## src/rtl/nvdla_rd_req_arb.sv

```systemverilog
// Round-robin read-request arbiter feeding one registered MCIF request slot, with an
// order FIFO of {channel, size} used to steer in-order response beats back to their client.
module nvdla_rd_req_arb #(
  parameter int NUM_CH    = 3,
  parameter int AW        = 32,
  parameter int SW        = 15,
  parameter int RSP_W     = 65,
  parameter int ORD_DEPTH = 8
) (
  input  logic                             nvdla_core_clk,
  input  logic                             nvdla_core_rst,
  input  logic [NUM_CH-1:0]                ch_req_valid,
  output logic [NUM_CH-1:0]                ch_req_ready,
  input  logic [NUM_CH*(AW+SW)-1:0]        ch_req_pd,
  output logic                             mc_req_valid,
  input  logic                             mc_req_ready,
  output logic [AW+SW-1:0]                 mc_req_pd,
  input  logic                             mc_rsp_valid,
  output logic                             mc_rsp_ready,
  input  logic [RSP_W-1:0]                 mc_rsp_pd,
  output logic [NUM_CH-1:0]                ch_rsp_valid,
  input  logic [NUM_CH-1:0]                ch_rsp_ready,
  output logic [RSP_W-1:0]                 ch_rsp_pd,
  output logic [NUM_CH-1:0]                ch_cdt_lat_fifo_pop,
  output logic [$clog2(ORD_DEPTH+1)-1:0]   outstanding
);

  localparam int PW   = AW + SW;
  localparam int CW   = (NUM_CH > 1) ? $clog2(NUM_CH) : 1;
  localparam int PTRW = $clog2(ORD_DEPTH);
  localparam int OW   = $clog2(ORD_DEPTH + 1);
  localparam logic [CW:0] NCH_W = (CW+1)'(NUM_CH);

  logic            req_vld_q, req_vld_d;
  logic [PW-1:0]   req_pd_q;
  logic [CW-1:0]   rr_ptr_q, rr_ptr_d;
  logic [PTRW-1:0] wr_ptr_q, wr_ptr_d, rd_ptr_q, rd_ptr_d;
  logic [OW-1:0]   cnt_q, cnt_d;
  logic [SW-1:0]   beat_cnt_q, beat_cnt_d;
  logic [CW-1:0]   ord_ch_q [ORD_DEPTH];
  logic [SW-1:0]   ord_sz_q [ORD_DEPTH];

  logic                  slot_free, ord_full, ord_empty, arb_en;
  logic [CW-1:0]         start, offset, grant_idx;
  logic [CW:0]           sum;
  logic [2*NUM_CH-1:0]   vld2;
  logic [NUM_CH-1:0]     rot;
  logic                  grant_found, accept;
  logic [PW-1:0]         grant_pd;
  logic [CW-1:0]         hch;
  logic [SW-1:0]         hsize;
  logic                  hready, beat_hs, pop;

  assign slot_free = !req_vld_q || mc_req_ready;
  assign ord_full  = (cnt_q == OW'(ORD_DEPTH));
  assign ord_empty = (cnt_q == '0);
  assign arb_en    = !nvdla_core_rst && slot_free && !ord_full;

  // Rotate the valid vector so the search always begins at rr_ptr+1.
  always_comb begin
    start       = (rr_ptr_q == CW'(NUM_CH-1)) ? '0 : rr_ptr_q + 1'b1;
    vld2        = {ch_req_valid, ch_req_valid};
    rot         = NUM_CH'(vld2 >> start);
    grant_found = 1'b0;
    offset      = '0;
    for (int i = NUM_CH-1; i >= 0; i--) begin
      if (rot[i]) begin
        grant_found = 1'b1;
        offset      = CW'(i);
      end
    end
    sum       = {1'b0, start} + {1'b0, offset};
    grant_idx = (sum >= NCH_W) ? CW'(sum - NCH_W) : CW'(sum);
    grant_pd  = '0;
    for (int i = 0; i < NUM_CH; i++) begin
      if (grant_idx == CW'(i)) grant_pd = ch_req_pd[i*PW +: PW];
    end
  end

  assign accept = arb_en && grant_found;

  always_comb begin
    ch_req_ready = '0;
    for (int i = 0; i < NUM_CH; i++) begin
      ch_req_ready[i] = accept && (grant_idx == CW'(i));
    end
  end

  assign hch   = ord_ch_q[rd_ptr_q];
  assign hsize = ord_sz_q[rd_ptr_q];

  always_comb begin
    hready              = 1'b0;
    ch_rsp_valid        = '0;
    ch_cdt_lat_fifo_pop = '0;
    for (int i = 0; i < NUM_CH; i++) begin
      if (hch == CW'(i)) hready = ch_rsp_ready[i];
    end
    for (int i = 0; i < NUM_CH; i++) begin
      ch_rsp_valid[i]        = !nvdla_core_rst && mc_rsp_valid && !ord_empty && (hch == CW'(i));
      ch_cdt_lat_fifo_pop[i] = beat_hs && (hch == CW'(i));
    end
  end

  assign mc_rsp_ready = !nvdla_core_rst && !ord_empty && hready;
  assign beat_hs      = mc_rsp_valid && mc_rsp_ready;
  assign pop          = beat_hs && (beat_cnt_q == hsize);
  assign ch_rsp_pd    = mc_rsp_pd;
  assign mc_req_valid = req_vld_q && !nvdla_core_rst;
  assign mc_req_pd    = req_pd_q;
  assign outstanding  = cnt_q;

  always_comb begin
    req_vld_d  = req_vld_q;
    if (accept)            req_vld_d = 1'b1;
    else if (mc_req_ready) req_vld_d = 1'b0;
    rr_ptr_d   = accept ? grant_idx : rr_ptr_q;
    wr_ptr_d   = wr_ptr_q + PTRW'(accept);
    rd_ptr_d   = rd_ptr_q + PTRW'(pop);
    cnt_d      = cnt_q;
    case ({accept, pop})
      2'b10:   cnt_d = cnt_q + 1'b1;
      2'b01:   cnt_d = cnt_q - 1'b1;
      default: cnt_d = cnt_q;
    endcase
    beat_cnt_d = beat_cnt_q;
    if (beat_hs) beat_cnt_d = pop ? '0 : beat_cnt_q + 1'b1;
  end

  always_ff @(posedge nvdla_core_clk) begin
    if (nvdla_core_rst) begin
      req_vld_q  <= 1'b0;
      rr_ptr_q   <= CW'(NUM_CH-1);
      wr_ptr_q   <= '0;
      rd_ptr_q   <= '0;
      cnt_q      <= '0;
      beat_cnt_q <= '0;
    end else begin
      req_vld_q  <= req_vld_d;
      rr_ptr_q   <= rr_ptr_d;
      wr_ptr_q   <= wr_ptr_d;
      rd_ptr_q   <= rd_ptr_d;
      cnt_q      <= cnt_d;
      beat_cnt_q <= beat_cnt_d;
    end
  end

  // Payload and order storage need no reset: they are qualified by valid / occupancy.
  always_ff @(posedge nvdla_core_clk) begin
    if (accept) begin
      req_pd_q           <= grant_pd;
      ord_ch_q[wr_ptr_q] <= grant_idx;
      ord_sz_q[wr_ptr_q] <= grant_pd[PW-1:AW];
    end
  end

  // A response beat with nothing outstanding means the memory side broke ordering.
  always_ff @(posedge nvdla_core_clk) begin
    if (!nvdla_core_rst) assert (!(mc_rsp_valid && ord_empty));
  end

endmodule

```

## config.mk

```make
export PLATFORM = sky130hd
export DESIGN_NAME = nvdla_rd_req_arb
export DESIGN_NICKNAME = d
export VERILOG_FILES = /design/src/rtl/nvdla_rd_req_arb.sv
export SDC_FILE = /design/constraint.sdc
export NUM_CORES = 1
export LEC_CHECK = 0
export CAP_MARGIN = 20
export CORE_MARGIN = 2
export CORE_UTILIZATION = 49
export CTS_CLUSTER_DIAMETER = 40
export DETAILED_ROUTE_END_ITERATION = 8
export GPL_ROUTABILITY_DRIVEN = 0
export MAX_ROUTING_LAYER = met4
export PLACE_DENSITY = 0.95
export SLEW_MARGIN = 30
export SYNTH_ARGS = -nofsm -noshare
export SYNTH_HDL_FRONTEND = slang
export SYNTH_SLANG_ARGS = --single-unit
```

## constraint.sdc

```tcl
create_clock -name nvdla_core_clk -period 11.8 [get_ports nvdla_core_clk]
set_input_delay 2.36 -clock nvdla_core_clk [delete_from_list [all_inputs] [get_ports nvdla_core_clk]]
set_output_delay 2.36 -clock nvdla_core_clk [all_outputs]
set_load 0.02 [all_outputs]
```

# Word-level counts from Yosys, hierarchy flattened
# Memory sizes are Yosys's and may differ from the RTL's. A register that Yosys moved wholly into a read port is not among the register bits.
# Cells that the tools add are included.
[word_totals]
memories = 2
ramBits = 136
word_cells = 79
in_bits = 216
output_inout_bits = 127
ff_bits = 75
[mem_list]
columns = ["name", "words", "width", "read_ports", "rd_ports_with_merged_regs", "wr", "line_no", "rtl"]
rows = [
  ["ord_sz_q", 8, 15, 1, 1, 1, "41", "logic [SW-1:0] ord_sz_q [ORD_DEPTH];"],
  ["ord_ch_q", 8, 2, 1, 1, 1, "40", "logic [CW-1:0] ord_ch_q [ORD_DEPTH];"],
]
[op_classes]
n_lt_le_gt_ge = 1
shift = 1
eq_ne = 9
reduce_logical = 29
muxes = 22
n_addsub = 8
[ops]
columns = ["operator", "n"]
rows = [
  ["47-bit two-way mux", 3],
  ["1-bit logical AND", 19],
  ["15-bit by 1-bit adder with 15-bit output, second input constant", 1],
  ["15-bit == test", 1],
  ["15-bit two-way mux", 1],
  ["1-bit two-way mux", 10],
  ["2-bit two-way mux", 5],
  ["2-bit == test, second input constant", 4],
  ["4-bit case mux with 2 select lines", 1],
  ["3-bit by 1-bit adder with 3-bit output", 2],
  ["2-bit by 1-bit == test with 1-bit output, second input constant", 3],
  ["3-bit two-way mux", 2],
  ["6-bit by 2-bit right shift with 3-bit output", 1],
  ["4-bit by 1-bit adder with 4-bit output, second input constant", 1],
  ["4-bit == test, second input constant", 1],
  ["1-bit logical NOT", 4],
  ["2-bit logical NOT", 2],
  ["4-bit logical NOT", 1],
  ["2-bit nonzero test", 2],
  ["4-bit by 1-bit subtractor with 4-bit output, second input constant", 1],
  ["2-bit by 2-bit adder with 3-bit output", 1],
  ["3-bit by 2-bit greater-or-equal comparator with 1-bit output, second input constant", 1],
  ["2-bit by 1-bit adder with 2-bit output, second input constant", 1],
  ["2-bit subtractor, second input constant", 1],
  ["1-bit logical OR", 1],
]

# Longest topological paths before layout
[logic_depth]
word_depth = 13
depth_mapped = 15
depth_no_buf = 13

# Worst setup path after synthesis
# No wires, ideal clock.
[synth_path]
kind = "input to output"
start = "in ch_req_valid[1]"
end = "out ch_req_ready[1]"
path_slack_ns = 4.255
path_buffers = 1
arrival_time_ns = 5.185
stages = 11
required_ns = 9.440
path_cell_list = "nand2b_1 -> o22ai_1 -> mux2_2 -> ha_1 -> fa_1 -> ha_1 -> or3_1 -> a21oi_1 -> clkbuf_1 -> inv_1 -> nor2_1"
[synth_via]
elab_chain_cells = 9
word_cells_on_any_way = 14
cone_classes = "add/sub (2); order compare (1); eq/ne (1); shift (1); mux (7); reduce/logical (2)"
[synth_lines]
columns = ["item", "line_no", "rtl"]
rows = [
  ["start, declared", "12", "input logic [NUM_CH-1:0] ch_req_valid,"],
  ["6-bit by 2-bit right shift with 3-bit output *", "63", "rot = NUM_CH'(vld2 >> start);"],
  ["2-bit two-way mux (2 in a row)", "67", "if (rot[i]) begin"],
  ["2-bit two-way mux *", "67", ""],
  ["2-bit by 2-bit adder with 3-bit output *", "72", "sum = {1'b0, start} + {1'b0, offset};"],
  ["3-bit by 2-bit greater-or-equal comparator with 1-bit output", "73", "grant_idx = (sum >= NCH_W) ? CW'(sum - NCH_W) : CW'(sum);"],
  ["2-bit two-way mux *", "73", ""],
  ["net grant_idx[0]", "44", "logic [CW-1:0] start, offset, grant_idx;"],
  ["2-bit by 1-bit == test with 1-bit output *", "85", "ch_req_ready[i] = accept && (grant_idx == CW'(i));"],
  ["1-bit logical AND *", "85", ""],
  ["end, declared", "13", "output logic [NUM_CH-1:0] ch_req_ready,"],
]
# Mark *: on every way through the listed nets, which the timed path passes. The rest lies on a longest branch.

# Worst setup path in the final report
[layout_path]
start = "in ch_req_valid[0]"
end = "out ch_req_ready[1]"
[layout_via]
elab_chain_cells = 9
word_cells_on_any_way = 14
cone_classes = "add/sub (2); order compare (1); eq/ne (1); shift (1); mux (7); reduce/logical (2)"
[layout_lines]
columns = ["item", "line_no"]
rows = [
  ["6-bit by 2-bit right shift with 3-bit output *", "63"],
  ["2-bit two-way mux (3 in a row)", "67"],
  ["2-bit by 2-bit adder with 3-bit output", "72"],
  ["3-bit by 2-bit greater-or-equal comparator with 1-bit output or 2-bit subtractor (tied branches)", "73"],
  ["2-bit two-way mux", "73"],
  ["2-bit by 1-bit == test with 1-bit output", "85"],
  ["1-bit logical AND *", "85"],
]
# Mark *: on every way between the ends. The rest lies on a longest branch, timed or not.

==> results.toml <==
[global_routing]
grt_max_degree = 58
gr-total-overflow = 0
grt_pass1_wl_microns = 37850
antenna_found_initial = 0
grt_usage = 0.2359
grt_pass1_vias = 6889

[clock_network]
cts_setup_buffers = 0
cts_buffers = 20
tritoncts = "done"
htreeDepth = 1
clk_latency_ns = 0.49
cts_num_sinks = 211
path_clk_slew_ns = 0.06
cts_root_buf = "clkbuf_16"
ctsHoldBuffers = 0
cts_resized = 0
clockBufferDepth = 3

[pwr]
vdd_ir_drop_max_uv = 104.4
p_leak_nw = 4.191
power_density_mw_per_mm2 = 159.8

[detailed_routing]
wirelength_microns = 24720
drtPass1Iterations = 5
drtAntennaViolNets = 0
topRoutingLayerUsed = "met4"
via_count = 6554
viasPerCell = 5.754
drt_iter0_drc = 514
dr_wl_met3_microns = 1916
routedWlPerCell_microns = 21.70
remaining_drc_errors = 0
m1WireLength_microns = 8770
dr_wl_met2_microns = 13220

[critical_path]
r2r_start = "rr_ptr_q[0]$_SDFFE_PP0P_"
crit_arrival_ns = 6.89
criticalPathCategory = "input port to primary output"
cp-start-kind = "input port"
r2r_slack_ns = 7.09
r2r-end = "ord_sz_q[4][5]$_DFFE_PP_"
worst_setup_path_end_kind = "primary output"
required_ns = 9.44
r2r_cells = 10
cp-endpoint = "ch_req_ready[1]"
critical_path_peak_fanout = 45
crit_path_start = "ch_req_valid[0]"

[layout]
n_antenna_cell = 0
final_area_sq_mm = 0.01254
final_cell_mix = "212 x clkdlybuf4s50_1, 183 x edfxtp_1, 69 x mux2i_1"
fin_cells = 1139
mostFrequentLayoutCell = "clkdlybuf4s50_1"
fin_nets = 1088
syn2layout_area_growth_pct = 26.77
nFillCells = 1392
drive_gt1_frac = 0.1247

[sta]
setup_slack_ns = 2.550
relSlewSlack = 0.3577
worstMarginPinSlew_ns = 0.9534
rsz0062_at_grt = "false"
report.final.slew_viol_count = 0
setup_tns_ns = 0
finalCritPeriodShare = 0.7839
skew_ns = 0.01658
fmax_mhz = 108.1
setup_viol_count_final = 0
period_needed_ns = 9.250
final_hold_viol_count = 0

[outcome]
status = "complete, no violations"

[synthesis]
syn_inst = 710
synth_area_sq_mm = 0.009891
async_flop_share = 0
synth_area_leaders = "edfxtp_1 56%, mux2i_1 7.0%, dfxtp_1 5.7%"
synth_area_per_cell_sq_um = 13.93
synth.largest_area_cell = "edfxtp_1"
yosysWarnings = 0
synth-edff-count = 183
ys_ff_latch = 211
synth_top_area_frac = 0.5556
seq_area_frac_synth = 0.6123
synth_cell_types = 52
ys.flop_type = "edfxtp_1"
synth_fp_nets = 938

[hold_path]
min-delay-path-class = "flop to flop"

[floorplanning]
start_util = 0.5032
core_area_sq_mm = 0.01965
die-area_sq_mm = 0.02134
std_cell_rows = 51
io_pins = 343
die_width_microns = 146.1
fp.dieH_microns = 146.1

[flow_run]
maxCapViolations = 0

[placement]
post-place-ws_ns = 2.652
placed_cells = 1103
port_buffers = 212
place_area_sq_mm = 0.01185
dp_hpwl_microns = 17100
routing by layer:
metal,up-vias,global-route usage
met5,-,-
li1,2879,-
met1,3202,0.2662
met2,408,0.4243
met4,0,0.08107
met3,65,0.04094
power by group:
group          internal, mW  switching [mW]  total (mW)
registers             0.921          0.0174       0.938
clock network         0.396           0.265       0.661
logic                 0.172           0.232       0.404
total                  1.49           0.514        2.00
state kept, by name, indices dropped and copies added, names as in the netlist:
register     flops
beat_cnt_q      15
mc_req_pd       47
ord_ch_q        16
ord_sz_q       120
outstanding      4
rd_ptr_q         3
req_vld_q        1
rr_ptr_q         2
wr_ptr_q         3
area by class of cell:
type,instances,area [sq um],share of cell area
Timing Repair Buffer,223,2223,0.1773
Tap cell,265,331.6,0.02644
Clock buffer,27,589.3,0.04700
Multi-Input combinational cell,393,3196,0.2549
Sequential cell,211,6057,0.4831
Inverter,11,41.29,0.003293
Clock inverter,9,100.1,0.007983
cells by family (layout without fill, tap and decap cells):
| logic type | Yosys count | after routing | share of synthesized area |
|---|---|---|---|
| flops | 211 | 211 | 0.6123 |
| compound gates | 87 | 87 | 0.05364 |
| mux | 106 | 106 | 0.1393 |
| simple gates | 161 | 161 | 0.08122 |
| buf+inv | 106 | 270 | 0.07299 |
| fa+ha+maj | 12 | 12 | 0.01670 |
| xor+xnor | 27 | 27 | 0.02391 |
how the worst min path moves through the flow:
stage                               startpoint  slack (ns)  cells past startpoint                    endpoint
floorplan           beat_cnt_q[1]$_SDFFE_PP0N_        0.47                      2  beat_cnt_q[1]$_SDFFE_PP0N_
global placement    beat_cnt_q[1]$_SDFFE_PP0N_        0.50                      2  beat_cnt_q[1]$_SDFFE_PP0N_
detailed placement  beat_cnt_q[1]$_SDFFE_PP0N_        0.52                      2  beat_cnt_q[1]$_SDFFE_PP0N_
CTS                 beat_cnt_q[1]$_SDFFE_PP0N_        0.53                      2  beat_cnt_q[1]$_SDFFE_PP0N_
global route        beat_cnt_q[1]$_SDFFE_PP0N_        0.57                      2  beat_cnt_q[1]$_SDFFE_PP0N_
finish              beat_cnt_q[1]$_SDFFE_PP0N_        0.54                      2  beat_cnt_q[1]$_SDFFE_PP0N_
critical path: stages:
cell,delay [ns]
clkdlybuf4s50_1,0.54
nor3b_1,0.22
a21oi_1,0.09
o31ai_1,0.40
fa_1,0.52
ha_1,0.21
or3_1,0.37
a21oi_4,0.48
buf_4,0.69
inv_1,0.14
nor2_1,0.17
clkdlybuf4s50_1,0.65
cell usage after synthesis (7+ instances only):
library cell,number
xor2_1,13
mux2_2,10
xnor2_1,14
o22ai_1,7
nand4_1,8
a21oi_1,8
inv_1,10
mux4_2,22
nor2_2,10
nor3_1,17
nand2_1,57
clkbuf_1,17
nor2b_1,10
edfxtp_1,183
mux2i_1,69
buf_4,66
dfxtp_1,28
ha_1,10
nor2_1,27
o21ai_0,53
through the flow:
stage	power (mW)	util	hold slack, ns
global route	2.070	0.6380	0.5679
detailed placement	1.358	0.6029	0.5175
floorplan	1.196	-	0.4709
global placement	1.336	0.5995	0.4965
finish	2.004	0.6380	0.5371
CTS	2.010	0.6380	0.5327
Note: power is estimated with default switching activity, not from simulation.
